### src/rtl/mdu_pkg.sv
// Shared encodings for the multiply/divide unit: op codes, FSM states, iteration count.
package mdu_pkg;

    localparam logic [1:0] MDU_MULTU = 2'b00;
    localparam logic [1:0] MDU_MULT  = 2'b01;
    localparam logic [1:0] MDU_DIVU  = 2'b10;
    localparam logic [1:0] MDU_DIV   = 2'b11;

    localparam int MDU_ITERS = 32;

    typedef enum logic [1:0] {
        S_IDLE = 2'b00,
        S_ITER = 2'b01,
        S_FIX  = 2'b10,
        S_DONE = 2'b11
    } mdu_state_e;

endpackage

### src/rtl/mdu_step.sv
// One iteration of the MDU datapath: shift-add multiply or restoring-divide step on {acc, sh}.
module mdu_step #(
    parameter int XLEN = 32
) (
    input  logic            is_div,
    input  logic [XLEN-1:0] b,
    input  logic [XLEN-1:0] acc,
    input  logic [XLEN-1:0] sh,
    output logic [XLEN-1:0] acc_nxt,
    output logic [XLEN-1:0] sh_nxt
);

    logic [XLEN:0] sum;
    logic [XLEN:0] part;
    logic [XLEN-1:0] diff;
    logic          ge;

    always_comb begin
        sum     = {1'b0, acc} + {1'b0, b};
        part    = {acc, sh[XLEN-1]};
        // The trial result always fits in XLEN bits whenever the subtract succeeds.
        ge      = (part >= {1'b0, b});
        diff    = part[XLEN-1:0] - b;
        acc_nxt = acc;
        sh_nxt  = sh;
        if (is_div) begin
            if (ge) begin
                acc_nxt = diff;
                sh_nxt  = {sh[XLEN-2:0], 1'b1};
            end else begin
                acc_nxt = part[XLEN-1:0];
                sh_nxt  = {sh[XLEN-2:0], 1'b0};
            end
        end else begin
            if (sh[0]) begin
                acc_nxt = sum[XLEN:1];
                sh_nxt  = {sum[0], sh[XLEN-1:1]};
            end else begin
                acc_nxt = {1'b0, acc[XLEN-1:1]};
                sh_nxt  = {acc[0], sh[XLEN-1:1]};
            end
        end
    end

endmodule

### src/rtl/mdu_hilo.sv
// Iterative multiply/divide unit with HI/LO registers: FSM, iteration counter,
// sign fix-up and MTHI/MTLO writes. Fixed 34-cycle latency from accept to result.
module mdu_hilo
    import mdu_pkg::*;
#(
    parameter int XLEN = 32
) (
    input  logic            clk,
    input  logic            rst,
    input  logic            start,
    input  logic [1:0]      op,
    input  logic [XLEN-1:0] src_a,
    input  logic [XLEN-1:0] src_b,
    input  logic            we_hi,
    input  logic            we_lo,
    input  logic [XLEN-1:0] wdata,
    output logic            busy,
    output logic            done,
    output logic [XLEN-1:0] hi,
    output logic [XLEN-1:0] lo
);

    localparam int CNT_W = $clog2(MDU_ITERS);

    mdu_state_e      state;
    logic [CNT_W-1:0] cnt;
    logic            is_div;
    logic            neg_hi;
    logic            neg_lo;
    logic [XLEN-1:0] b_mag;
    logic [XLEN-1:0] acc;
    logic [XLEN-1:0] sh;
    logic [XLEN-1:0] acc_nxt;
    logic [XLEN-1:0] sh_nxt;

    logic            accept;
    logic            sa;
    logic            sb;
    logic [XLEN-1:0] mag_a;
    logic [XLEN-1:0] mag_b;
    logic [XLEN-1:0] hi_fix;
    logic [XLEN-1:0] lo_fix;

    function automatic logic [XLEN-1:0] neg_w(input logic [XLEN-1:0] v, input logic neg);
        logic signed [XLEN-1:0] sv;
        sv = $signed(v);
        return neg ? $unsigned(-sv) : v;
    endfunction

    function automatic logic [2*XLEN-1:0] neg_2w(input logic [2*XLEN-1:0] v, input logic neg);
        logic signed [2*XLEN-1:0] sv;
        sv = $signed(v);
        return neg ? $unsigned(-sv) : v;
    endfunction

    mdu_step #(.XLEN(XLEN)) u_step (
        .is_div  (is_div),
        .b       (b_mag),
        .acc     (acc),
        .sh      (sh),
        .acc_nxt (acc_nxt),
        .sh_nxt  (sh_nxt)
    );

    always_comb begin
        accept = start && ((state == S_IDLE) || (state == S_DONE));
        sa     = op[0] & src_a[XLEN-1];
        sb     = op[0] & src_b[XLEN-1];
        mag_a  = neg_w(src_a, sa);
        mag_b  = neg_w(src_b, sb);
        if (is_div) begin
            hi_fix = neg_w(acc, neg_hi);
            lo_fix = neg_w(sh, neg_lo);
        end else begin
            {hi_fix, lo_fix} = neg_2w({acc, sh}, neg_lo);
        end
    end

    always_ff @(posedge clk or posedge rst) begin
        if (rst) begin
            state  <= S_IDLE;
            cnt    <= '0;
            is_div <= 1'b0;
            neg_hi <= 1'b0;
            neg_lo <= 1'b0;
            b_mag  <= '0;
            acc    <= '0;
            sh     <= '0;
            busy   <= 1'b0;
            done   <= 1'b0;
            hi     <= '0;
            lo     <= '0;
        end else begin
            done <= 1'b0;
            if (we_hi && !busy) hi <= wdata;
            if (we_lo && !busy) lo <= wdata;
            case (state)
                S_IDLE, S_DONE: begin
                    if (accept) begin
                        state  <= S_ITER;
                        busy   <= 1'b1;
                        cnt    <= '0;
                        is_div <= op[1];
                        acc    <= '0;
                        if (op[1]) begin
                            sh     <= mag_a;
                            b_mag  <= mag_b;
                            // Divide by zero keeps an all-ones quotient, so its sign is never applied.
                            neg_lo <= (sa ^ sb) && (src_b != '0);
                            neg_hi <= sa;
                        end else begin
                            sh     <= mag_b;
                            b_mag  <= mag_a;
                            neg_lo <= sa ^ sb;
                            neg_hi <= sa ^ sb;
                        end
                    end else begin
                        state <= S_IDLE;
                    end
                end
                S_ITER: begin
                    acc <= acc_nxt;
                    sh  <= sh_nxt;
                    cnt <= cnt + 1'b1;
                    if (cnt == CNT_W'(MDU_ITERS - 1)) state <= S_FIX;
                end
                S_FIX: begin
                    hi    <= hi_fix;
                    lo    <= lo_fix;
                    busy  <= 1'b0;
                    done  <= 1'b1;
                    state <= S_DONE;
                end
                default: state <= S_IDLE;
            endcase
        end
    end

endmodule

### config.mk
export PLATFORM = sky130hd
export DESIGN_NAME = mdu_hilo
export DESIGN_NICKNAME = d
export VERILOG_FILES = /design/src/rtl/mdu_pkg.sv /design/src/rtl/mdu_step.sv /design/src/rtl/mdu_hilo.sv
export SDC_FILE = /design/constraint.sdc
export NUM_CORES = 1
export LEC_CHECK = 0
export BUFFER_PORTS_ARGS = -buffer_cell sky130_fd_sc_hd__buf_2
export CAP_MARGIN = 20
export CORE_AREA = 3 3 221 223
export DETAILED_ROUTE_END_ITERATION = 10
export DIE_AREA = 0 0 224 226
export PLACE_DENSITY = 0.6
export SYNTH_ARGS = -nofsm -noshare
export SYNTH_HDL_FRONTEND = slang
export SYNTH_HIERARCHICAL = 1
export SYNTH_SLANG_ARGS = --single-unit
export TNS_END_PERCENT = 5
### constraint.sdc
create_clock -name clk -period 9.25 [get_ports clk]
set_input_delay 0.925 -clock clk [delete_from_list [all_inputs] [get_ports clk]]
set_output_delay 0.925 -clock clk [all_outputs]
set_load 0.005 [all_outputs]
## Word level (Yosys, flattened, before mapping)

Index checks and enable logic that the tools add are counted.
W data, S select, Z words.

| word-level totals | value |
|---|---|
| input port bits | 103 |
| register bits after elaboration | 172 |
| output and inout port bits | 66 |
| logic and storage cells | 79 |

| cells by class | value |
|---|---|
| mux-type cells | 33 |
| equality and inequality tests | 6 |
| $add $sub $neg | 8 |
| magnitude comparators | 1 |
| bitwise logic cells | 3 |
| reductions and logical operators | 16 |

Operators with widths:

| operator | count |
|---|---|
| $mux W32 | 19 |
| $neg A32 Y32 | 4 |
| $pmux W32 S2 | 2 |
| $mux W64 | 1 |
| $neg A64 Y64 | 1 |
| $add A32 B32 Y33 | 1 |
| $ge A33 B32 Y1 | 1 |
| $reduce_bool A32 Y1 | 1 |
| $sub A32 B32 Y32 | 1 |
| $pmux W5 S2 | 1 |
| $reduce_bool A2 Y1 | 4 |
| $mux W1 | 6 |
| $pmux W2 S3 | 1 |
| $reduce_and A2 Y1 | 3 |
| $add A5 B1 Y5 const B | 1 |
| $eq A5 B5 Y1 const B | 1 |
| $mux W5 | 1 |
| $eq A2 B2 Y1 const B | 2 |
| $logic_and A1 B1 Y1 | 4 |
| $ne A2 B2 Y1 const B | 2 |
| $and A1 B1 Y1 | 2 |
| $eq A2 B1 Y1 const B | 1 |
| $logic_not A2 Y1 | 1 |
| $mux W2 | 1 |
| other kinds (5) | 5 |

## Longest topological paths before layout

| logic depth | value |
|---|---|
| depth in word-level cells | 5 |
| gate-level depth with buffers | 16 |
| depth with buffers taken out | 15 |

## Hierarchy

Netlist, hierarchy kept.

Modules (own cells, without submodules):

| module | sequential area each (um^2) | cells an instance | area an instance (um^2) | instances |
|---|---|---|---|---|
| mdu_hilo | 4304.1 | 1331 | 11320.9 | 1 |
| mdu_step | 0.0 | 752 | 5103.6 | 1 |

## Least setup slack after synthesis

No wires, ideal clock.

| path | value |
|---|---|
| path kind | input to register |
| start point | input port src_b[11] |
| end point | register b_mag[28] |
| arrival | 3.088 ns |
| stages | 7 |
| setup time | 0.094 ns |
| slack | 6.069 ns |
| path buffers | 1 |
| cells stage by stage | or4_1 -> or4_1 -> buf_2 -> or2_2 -> o41ai_1 -> xor2_1 -> a211oi_1 |

| on the way | value |
|---|---|
| longest elaborated chain between the ends | 3 |

Ends and longest elaborated chain:

| element | RTL line | RTL |
|---|---|---|
| from (decl) | mdu_hilo.sv:13 | `input logic [XLEN-1:0] src_b,` |
| $neg A32 Y32 | mdu_hilo.sv:47 | `return neg ? $unsigned(-sv) : v;` |
| $mux W32 | mdu_hilo.sv:47 |  |
| $mux W32 | mdu_hilo.sv:105 | `if (op[1]) begin` |
| to (signal assigned) | mdu_hilo.sv:107 | `b_mag <= mag_b;` |
| to (signal assigned) | mdu_hilo.sv:113 | `b_mag <= mag_a;` |
| to (decl) | mdu_hilo.sv:30 | `logic [XLEN-1:0] b_mag;` |

Every way passes these cells.
A chain may end at the register's enable or synchronous reset.

## Worst setup path in the final report

| path | value |
|---|---|
| start point | register acc[13] |
| end point | register acc[17] |

| on the way | value |
|---|---|
| longest elaborated chain between the ends | 4 |
| elaborated cells on any way between the ends | 7 |
| classes of those cells | add/sub: 2; order compare: 1; mux: 4 |

Ends and longest elaborated chain:

| element | RTL line | RTL |
|---|---|---|
| from (decl) | mdu_hilo.sv:31 | `logic [XLEN-1:0] acc;` |
| from (signal assigned) | mdu_hilo.sv:122 | `acc <= acc_nxt;` |
| $add A32 B32 Y33 (tied with other cells) | mdu_step.sv:19 | `sum = {1'b0, acc} + {1'b0, b};` |
| $mux W32 (on tied branches) | mdu_step.sv:35, mdu_step.sv:27 |  |
| $mux W32 * | mdu_step.sv:26 | `if (is_div) begin` |
| named net acc_nxt[17] | mdu_hilo.sv:33 | `logic [XLEN-1:0] acc_nxt;` |
| $pmux W32 S2 * | mdu_hilo.sv:97 | `case (state)` |

Mark *: on every way through the listed nets, which the timed path passes. The rest lies on a longest branch.

==> metrics.csv <==
stage;metric;value;unit
power_and_ir_drop;vdd_drop_max;0.229;mV
power_and_ir_drop;p_leak;8.19;nW
finish;drive_above_1_share;0.152;
flow_run;max_cap_violations;0;
clock_tree;clock_path_buffers;2;
detailed_routing;routedWlPerCell;22.8;µm
worst_setup_path;cpPeakStageDelay;710;ps
worst_setup_path;worst-r2r-cell-count;13;
clock_tree;ctsResizeCount;0;
min_path;min_to;cnt[4];
sta;max_freq;230;MHz
floorplan;coreArea;46800;µm²
floorplan;dieArea;50600;µm²
sta;relSlewSlack;0.269;
clock_tree;cts_setup_buffers;0;
detailed_routing;post-route-drc-count;0;
detailed_routing;drt-pass1-iter-count;5;
sta;final-setup-viol-count;0;
sta;hold_viol;0;
synthesis;synth-seq-cells;172;
synthesis;yosysTopAreaCell;dfrtp_1;
min_path;hold_path_class;reg -> reg;
synthesis;synth.top_cell.area_share;0.262;
clock_tree;postCtsHoldBufs;0;
worst_setup_path;critPathCaptureType;register;
synthesis;synth_area_per_cell;7.89;µm²
worst_setup_path;reg2reg_from;acc[13];
min_path;min_from;cnt[4];
sta;min_period;4340;ps
sta;slew_viol_final;0;
global_route;busiest_layer;met2;
power_and_ir_drop;p_per_area;450;nW/µm²
synthesis;async_flop_share;1.00;
power_and_ir_drop;internal-power;0.00368;W
clock_tree;numCtsBuffers;17;
sta;setup-tns-final;0;ps
place;gp_congestion;0.944;
global_route;met2_usage;0.376;
synthesis;ys_seq_area_frac;0.262;
global_route;grt-ovfl-total;0;
status;status;complete, no violations;
worst_setup_path;cp_slowest_cell;a31oi_4;
floorplan;io_pins;169;
global_route;grt_use_met3;0.0507;
clock_tree;htree_levels;4;
power_and_ir_drop;power_frac_seq;0.209;
detailed_routing;dr.first_iter.drc_count;1800;
clock_tree;root_buffer;clkbuf_16;
global_route;grt_pass1_vias;15500;
min_path;min_delay_path_depth;2;
synthesis;ys_warn_count;6;
clock_tree;clock_sinks;172;
worst_setup_path;worstPathBufferInverterCount;1;
floorplan;start_util;0.351;
power_and_ir_drop;p_total;0.00821;W
worst_setup_path;cpMostUsedCell;o21ai_0;
clock_tree;path_clk_slew;80;ps
power_and_ir_drop;p_sw_frac;0.551;
place;dp_hpwl;49200;µm
worst_setup_path;path_cells;ha_1 > and2_1 > a311oi_1 > o21bai_1 > a21oi_1 > nand2_1 > a31oi_4 > buf_4 > mux2_2 > a22oi_1 > o21ai_0 > nand3_1 > o21ai_0;
sta;rsz0062_at_grt;false;
global_route;grt_pass1_wl;95900;µm
detailed_routing;vias_per_cell;5.93;
synthesis;synth_cells;2083;
place;numPortBuffers;168;
synthesis;ys_types;89;
sta;worst_slew_pin_slew;1090;ps
clock_tree;clock_latency;460;ps
sta;fin_skew;13.7;ps
worst_setup_path;cp-start-kind;register;
worst_setup_path;r2r_end;acc[17];
synthesis;synth-edff-count;0;
power_and_ir_drop;pwr-share-clk;0.088;
clock_tree;cts_tree;built;
worst_setup_path;path_max_fanout;38;
synthesis;syn_nets;2260;
global_route;grt_usage;0.246;
floorplan;fp.dieH;226;µm
worst_setup_path;crit_family;compound AO/OA/AOI/OAI gates;
detailed_routing;vias;16500;
sta;min_period_over_period;0.470;
global_route;antenna_found_initial;1;
finish;area_growth_syn_to_layout;11.2;%
synthesis;synthesis.area;16400;µm²
finish;fin_nets;2340;
floorplan;rows;79;
global_route;grt_start_max_net_pins;78;
worst_setup_path;critPathKind;reg -> reg;
detailed_routing;routed_wl;63500;µm
global_route;use_met1;0.348;
floorplan;die_width;224;µm
worst_setup_path;arrival;4640;ps
detailed_routing;antenna_left;0;
power_and_ir_drop;power_frac_comb;0.703;
worst_setup_path;cp_data_required_time;9550;ps
synthesis;synth_ff_type;dfrtp_1;
synthesis;synthTopCellsByArea;dfrtp_1 26%, a21oi_1 5.5%, ha_1 5.5%, nand2_1 5.4%, mux2_2 4.7%;
worst_setup_path;regToRegSetupSlack;4910;ps
power_and_ir_drop;p_sw;0.00453;W
## metal layers
layer | up-vias | share of wire
li1 | 7781 | -
met3 | 79 | 0.085
met4 | 0 | 0.029
met2 | 722 | 0.43
met1 | 7926 | 0.45
met5 | - | 0
## state kept, by name, indices dropped and copies added (netlist names)
| name | cells |
|---|---|
| acc | 32 |
| b_mag | 32 |
| busy | 1 |
| cnt | 5 |
| done | 1 |
| hi | 32 |
| is_div | 1 |
| lo | 32 |
| neg_hi | 1 |
| neg_lo | 1 |
| sh | 32 |
| state | 2 |
## power groups by stage
stage                     Sequential [W]  Clock, W  Combinational [W]
after detailed placement         0.00172         0            0.00565
after CTS                        0.00170  0.000733            0.00569
final                            0.00172  0.000722            0.00577
after floorplan                  0.00147         0            0.00416
after global placement           0.00169         0            0.00568
after global routing             0.00176  0.000764            0.00633
## layout make-up
cell class	instances	area, µm²
clock buffer	18	439
tap	607	759
fill	4899	28500
clock inverter	13	128
sequential	172	4310
inverter	74	283
timing repair buffer	186	976
multi-input combinational	1712	11400
antenna	1	2.50
## stage by stage
step           setup slack, ps  instance area, µm²  hold slack (ps)  cells   util
2_1_floorplan             3660               16400              445   2083      -
3_5_place_dp              5010               17700              467   2751  0.378
4_1_cts                   4970               18300              486   2782  0.390
5_1_grt                   4600               18300              534   2782  0.390
6_report                  4910               18300              481   2783  0.390
3_3_place_gp              5030               17700              457   2750  0.378
## tightest hold or removal path: stages (launching register included)
cell	delay, ps
dfrtp_1	360
nand2_1	50
nand2_1	50
## Yosys cell counts (all sizes together), types with 46 or more instances
library cell and number:
nand2 238, a21oi 182, dfrtp 172, nor2 161, o21ai 140, clkbuf 97, xnor2 86, mux2i 75
inv 73, ha 72, xor2 72, mux2 69, nand3 68, nor3 46
## kinds of logic (layout without fill, tap and decap cells)
logic type / after synthesis / in the layout / synth area share
and+or+nand+nor: 729 / 729 / 0.215
adders and majority gates: 74 / 74 / 0.0573
xor gates and xnor gates: 158 / 158 / 0.0843
DFF: 172 / 172 / 0.262
muxes: 144 / 144 / 0.0930
buffers and inverters: 199 / 291 / 0.0483
AOI/OAI and AO/OA: 607 / 607 / 0.240
other: 0 / 1 / 0
## worst max path at each step
stage | from | endpoint | cells after the start
3_5_place_dp | acc[26] | acc[17] | 13
4_1_cts | acc[13] | acc[17] | 13
3_3_place_gp | acc[26] | acc[17] | 13
6_report | acc[13] | acc[17] | 13
5_1_grt | acc[11] | acc[17] | 13
2_1_floorplan | rst | acc[0] | 1
## placed cells by master (no fill, tap or decap), types with 70 or more instances in the layout
| master | n |
|---|---|
| xor2_1 | 72 |
| dfrtp_1 | 170 |
| nor2_1 | 161 |
| o21ai_0 | 135 |
| xnor2_1 | 86 |
| a21oi_1 | 180 |
| buf_2 | 168 |
| ha_1 | 70 |
| inv_1 | 71 |
| nand2_1 | 238 |
| mux2i_1 | 75 |
(Power assumes the default switching activity.)
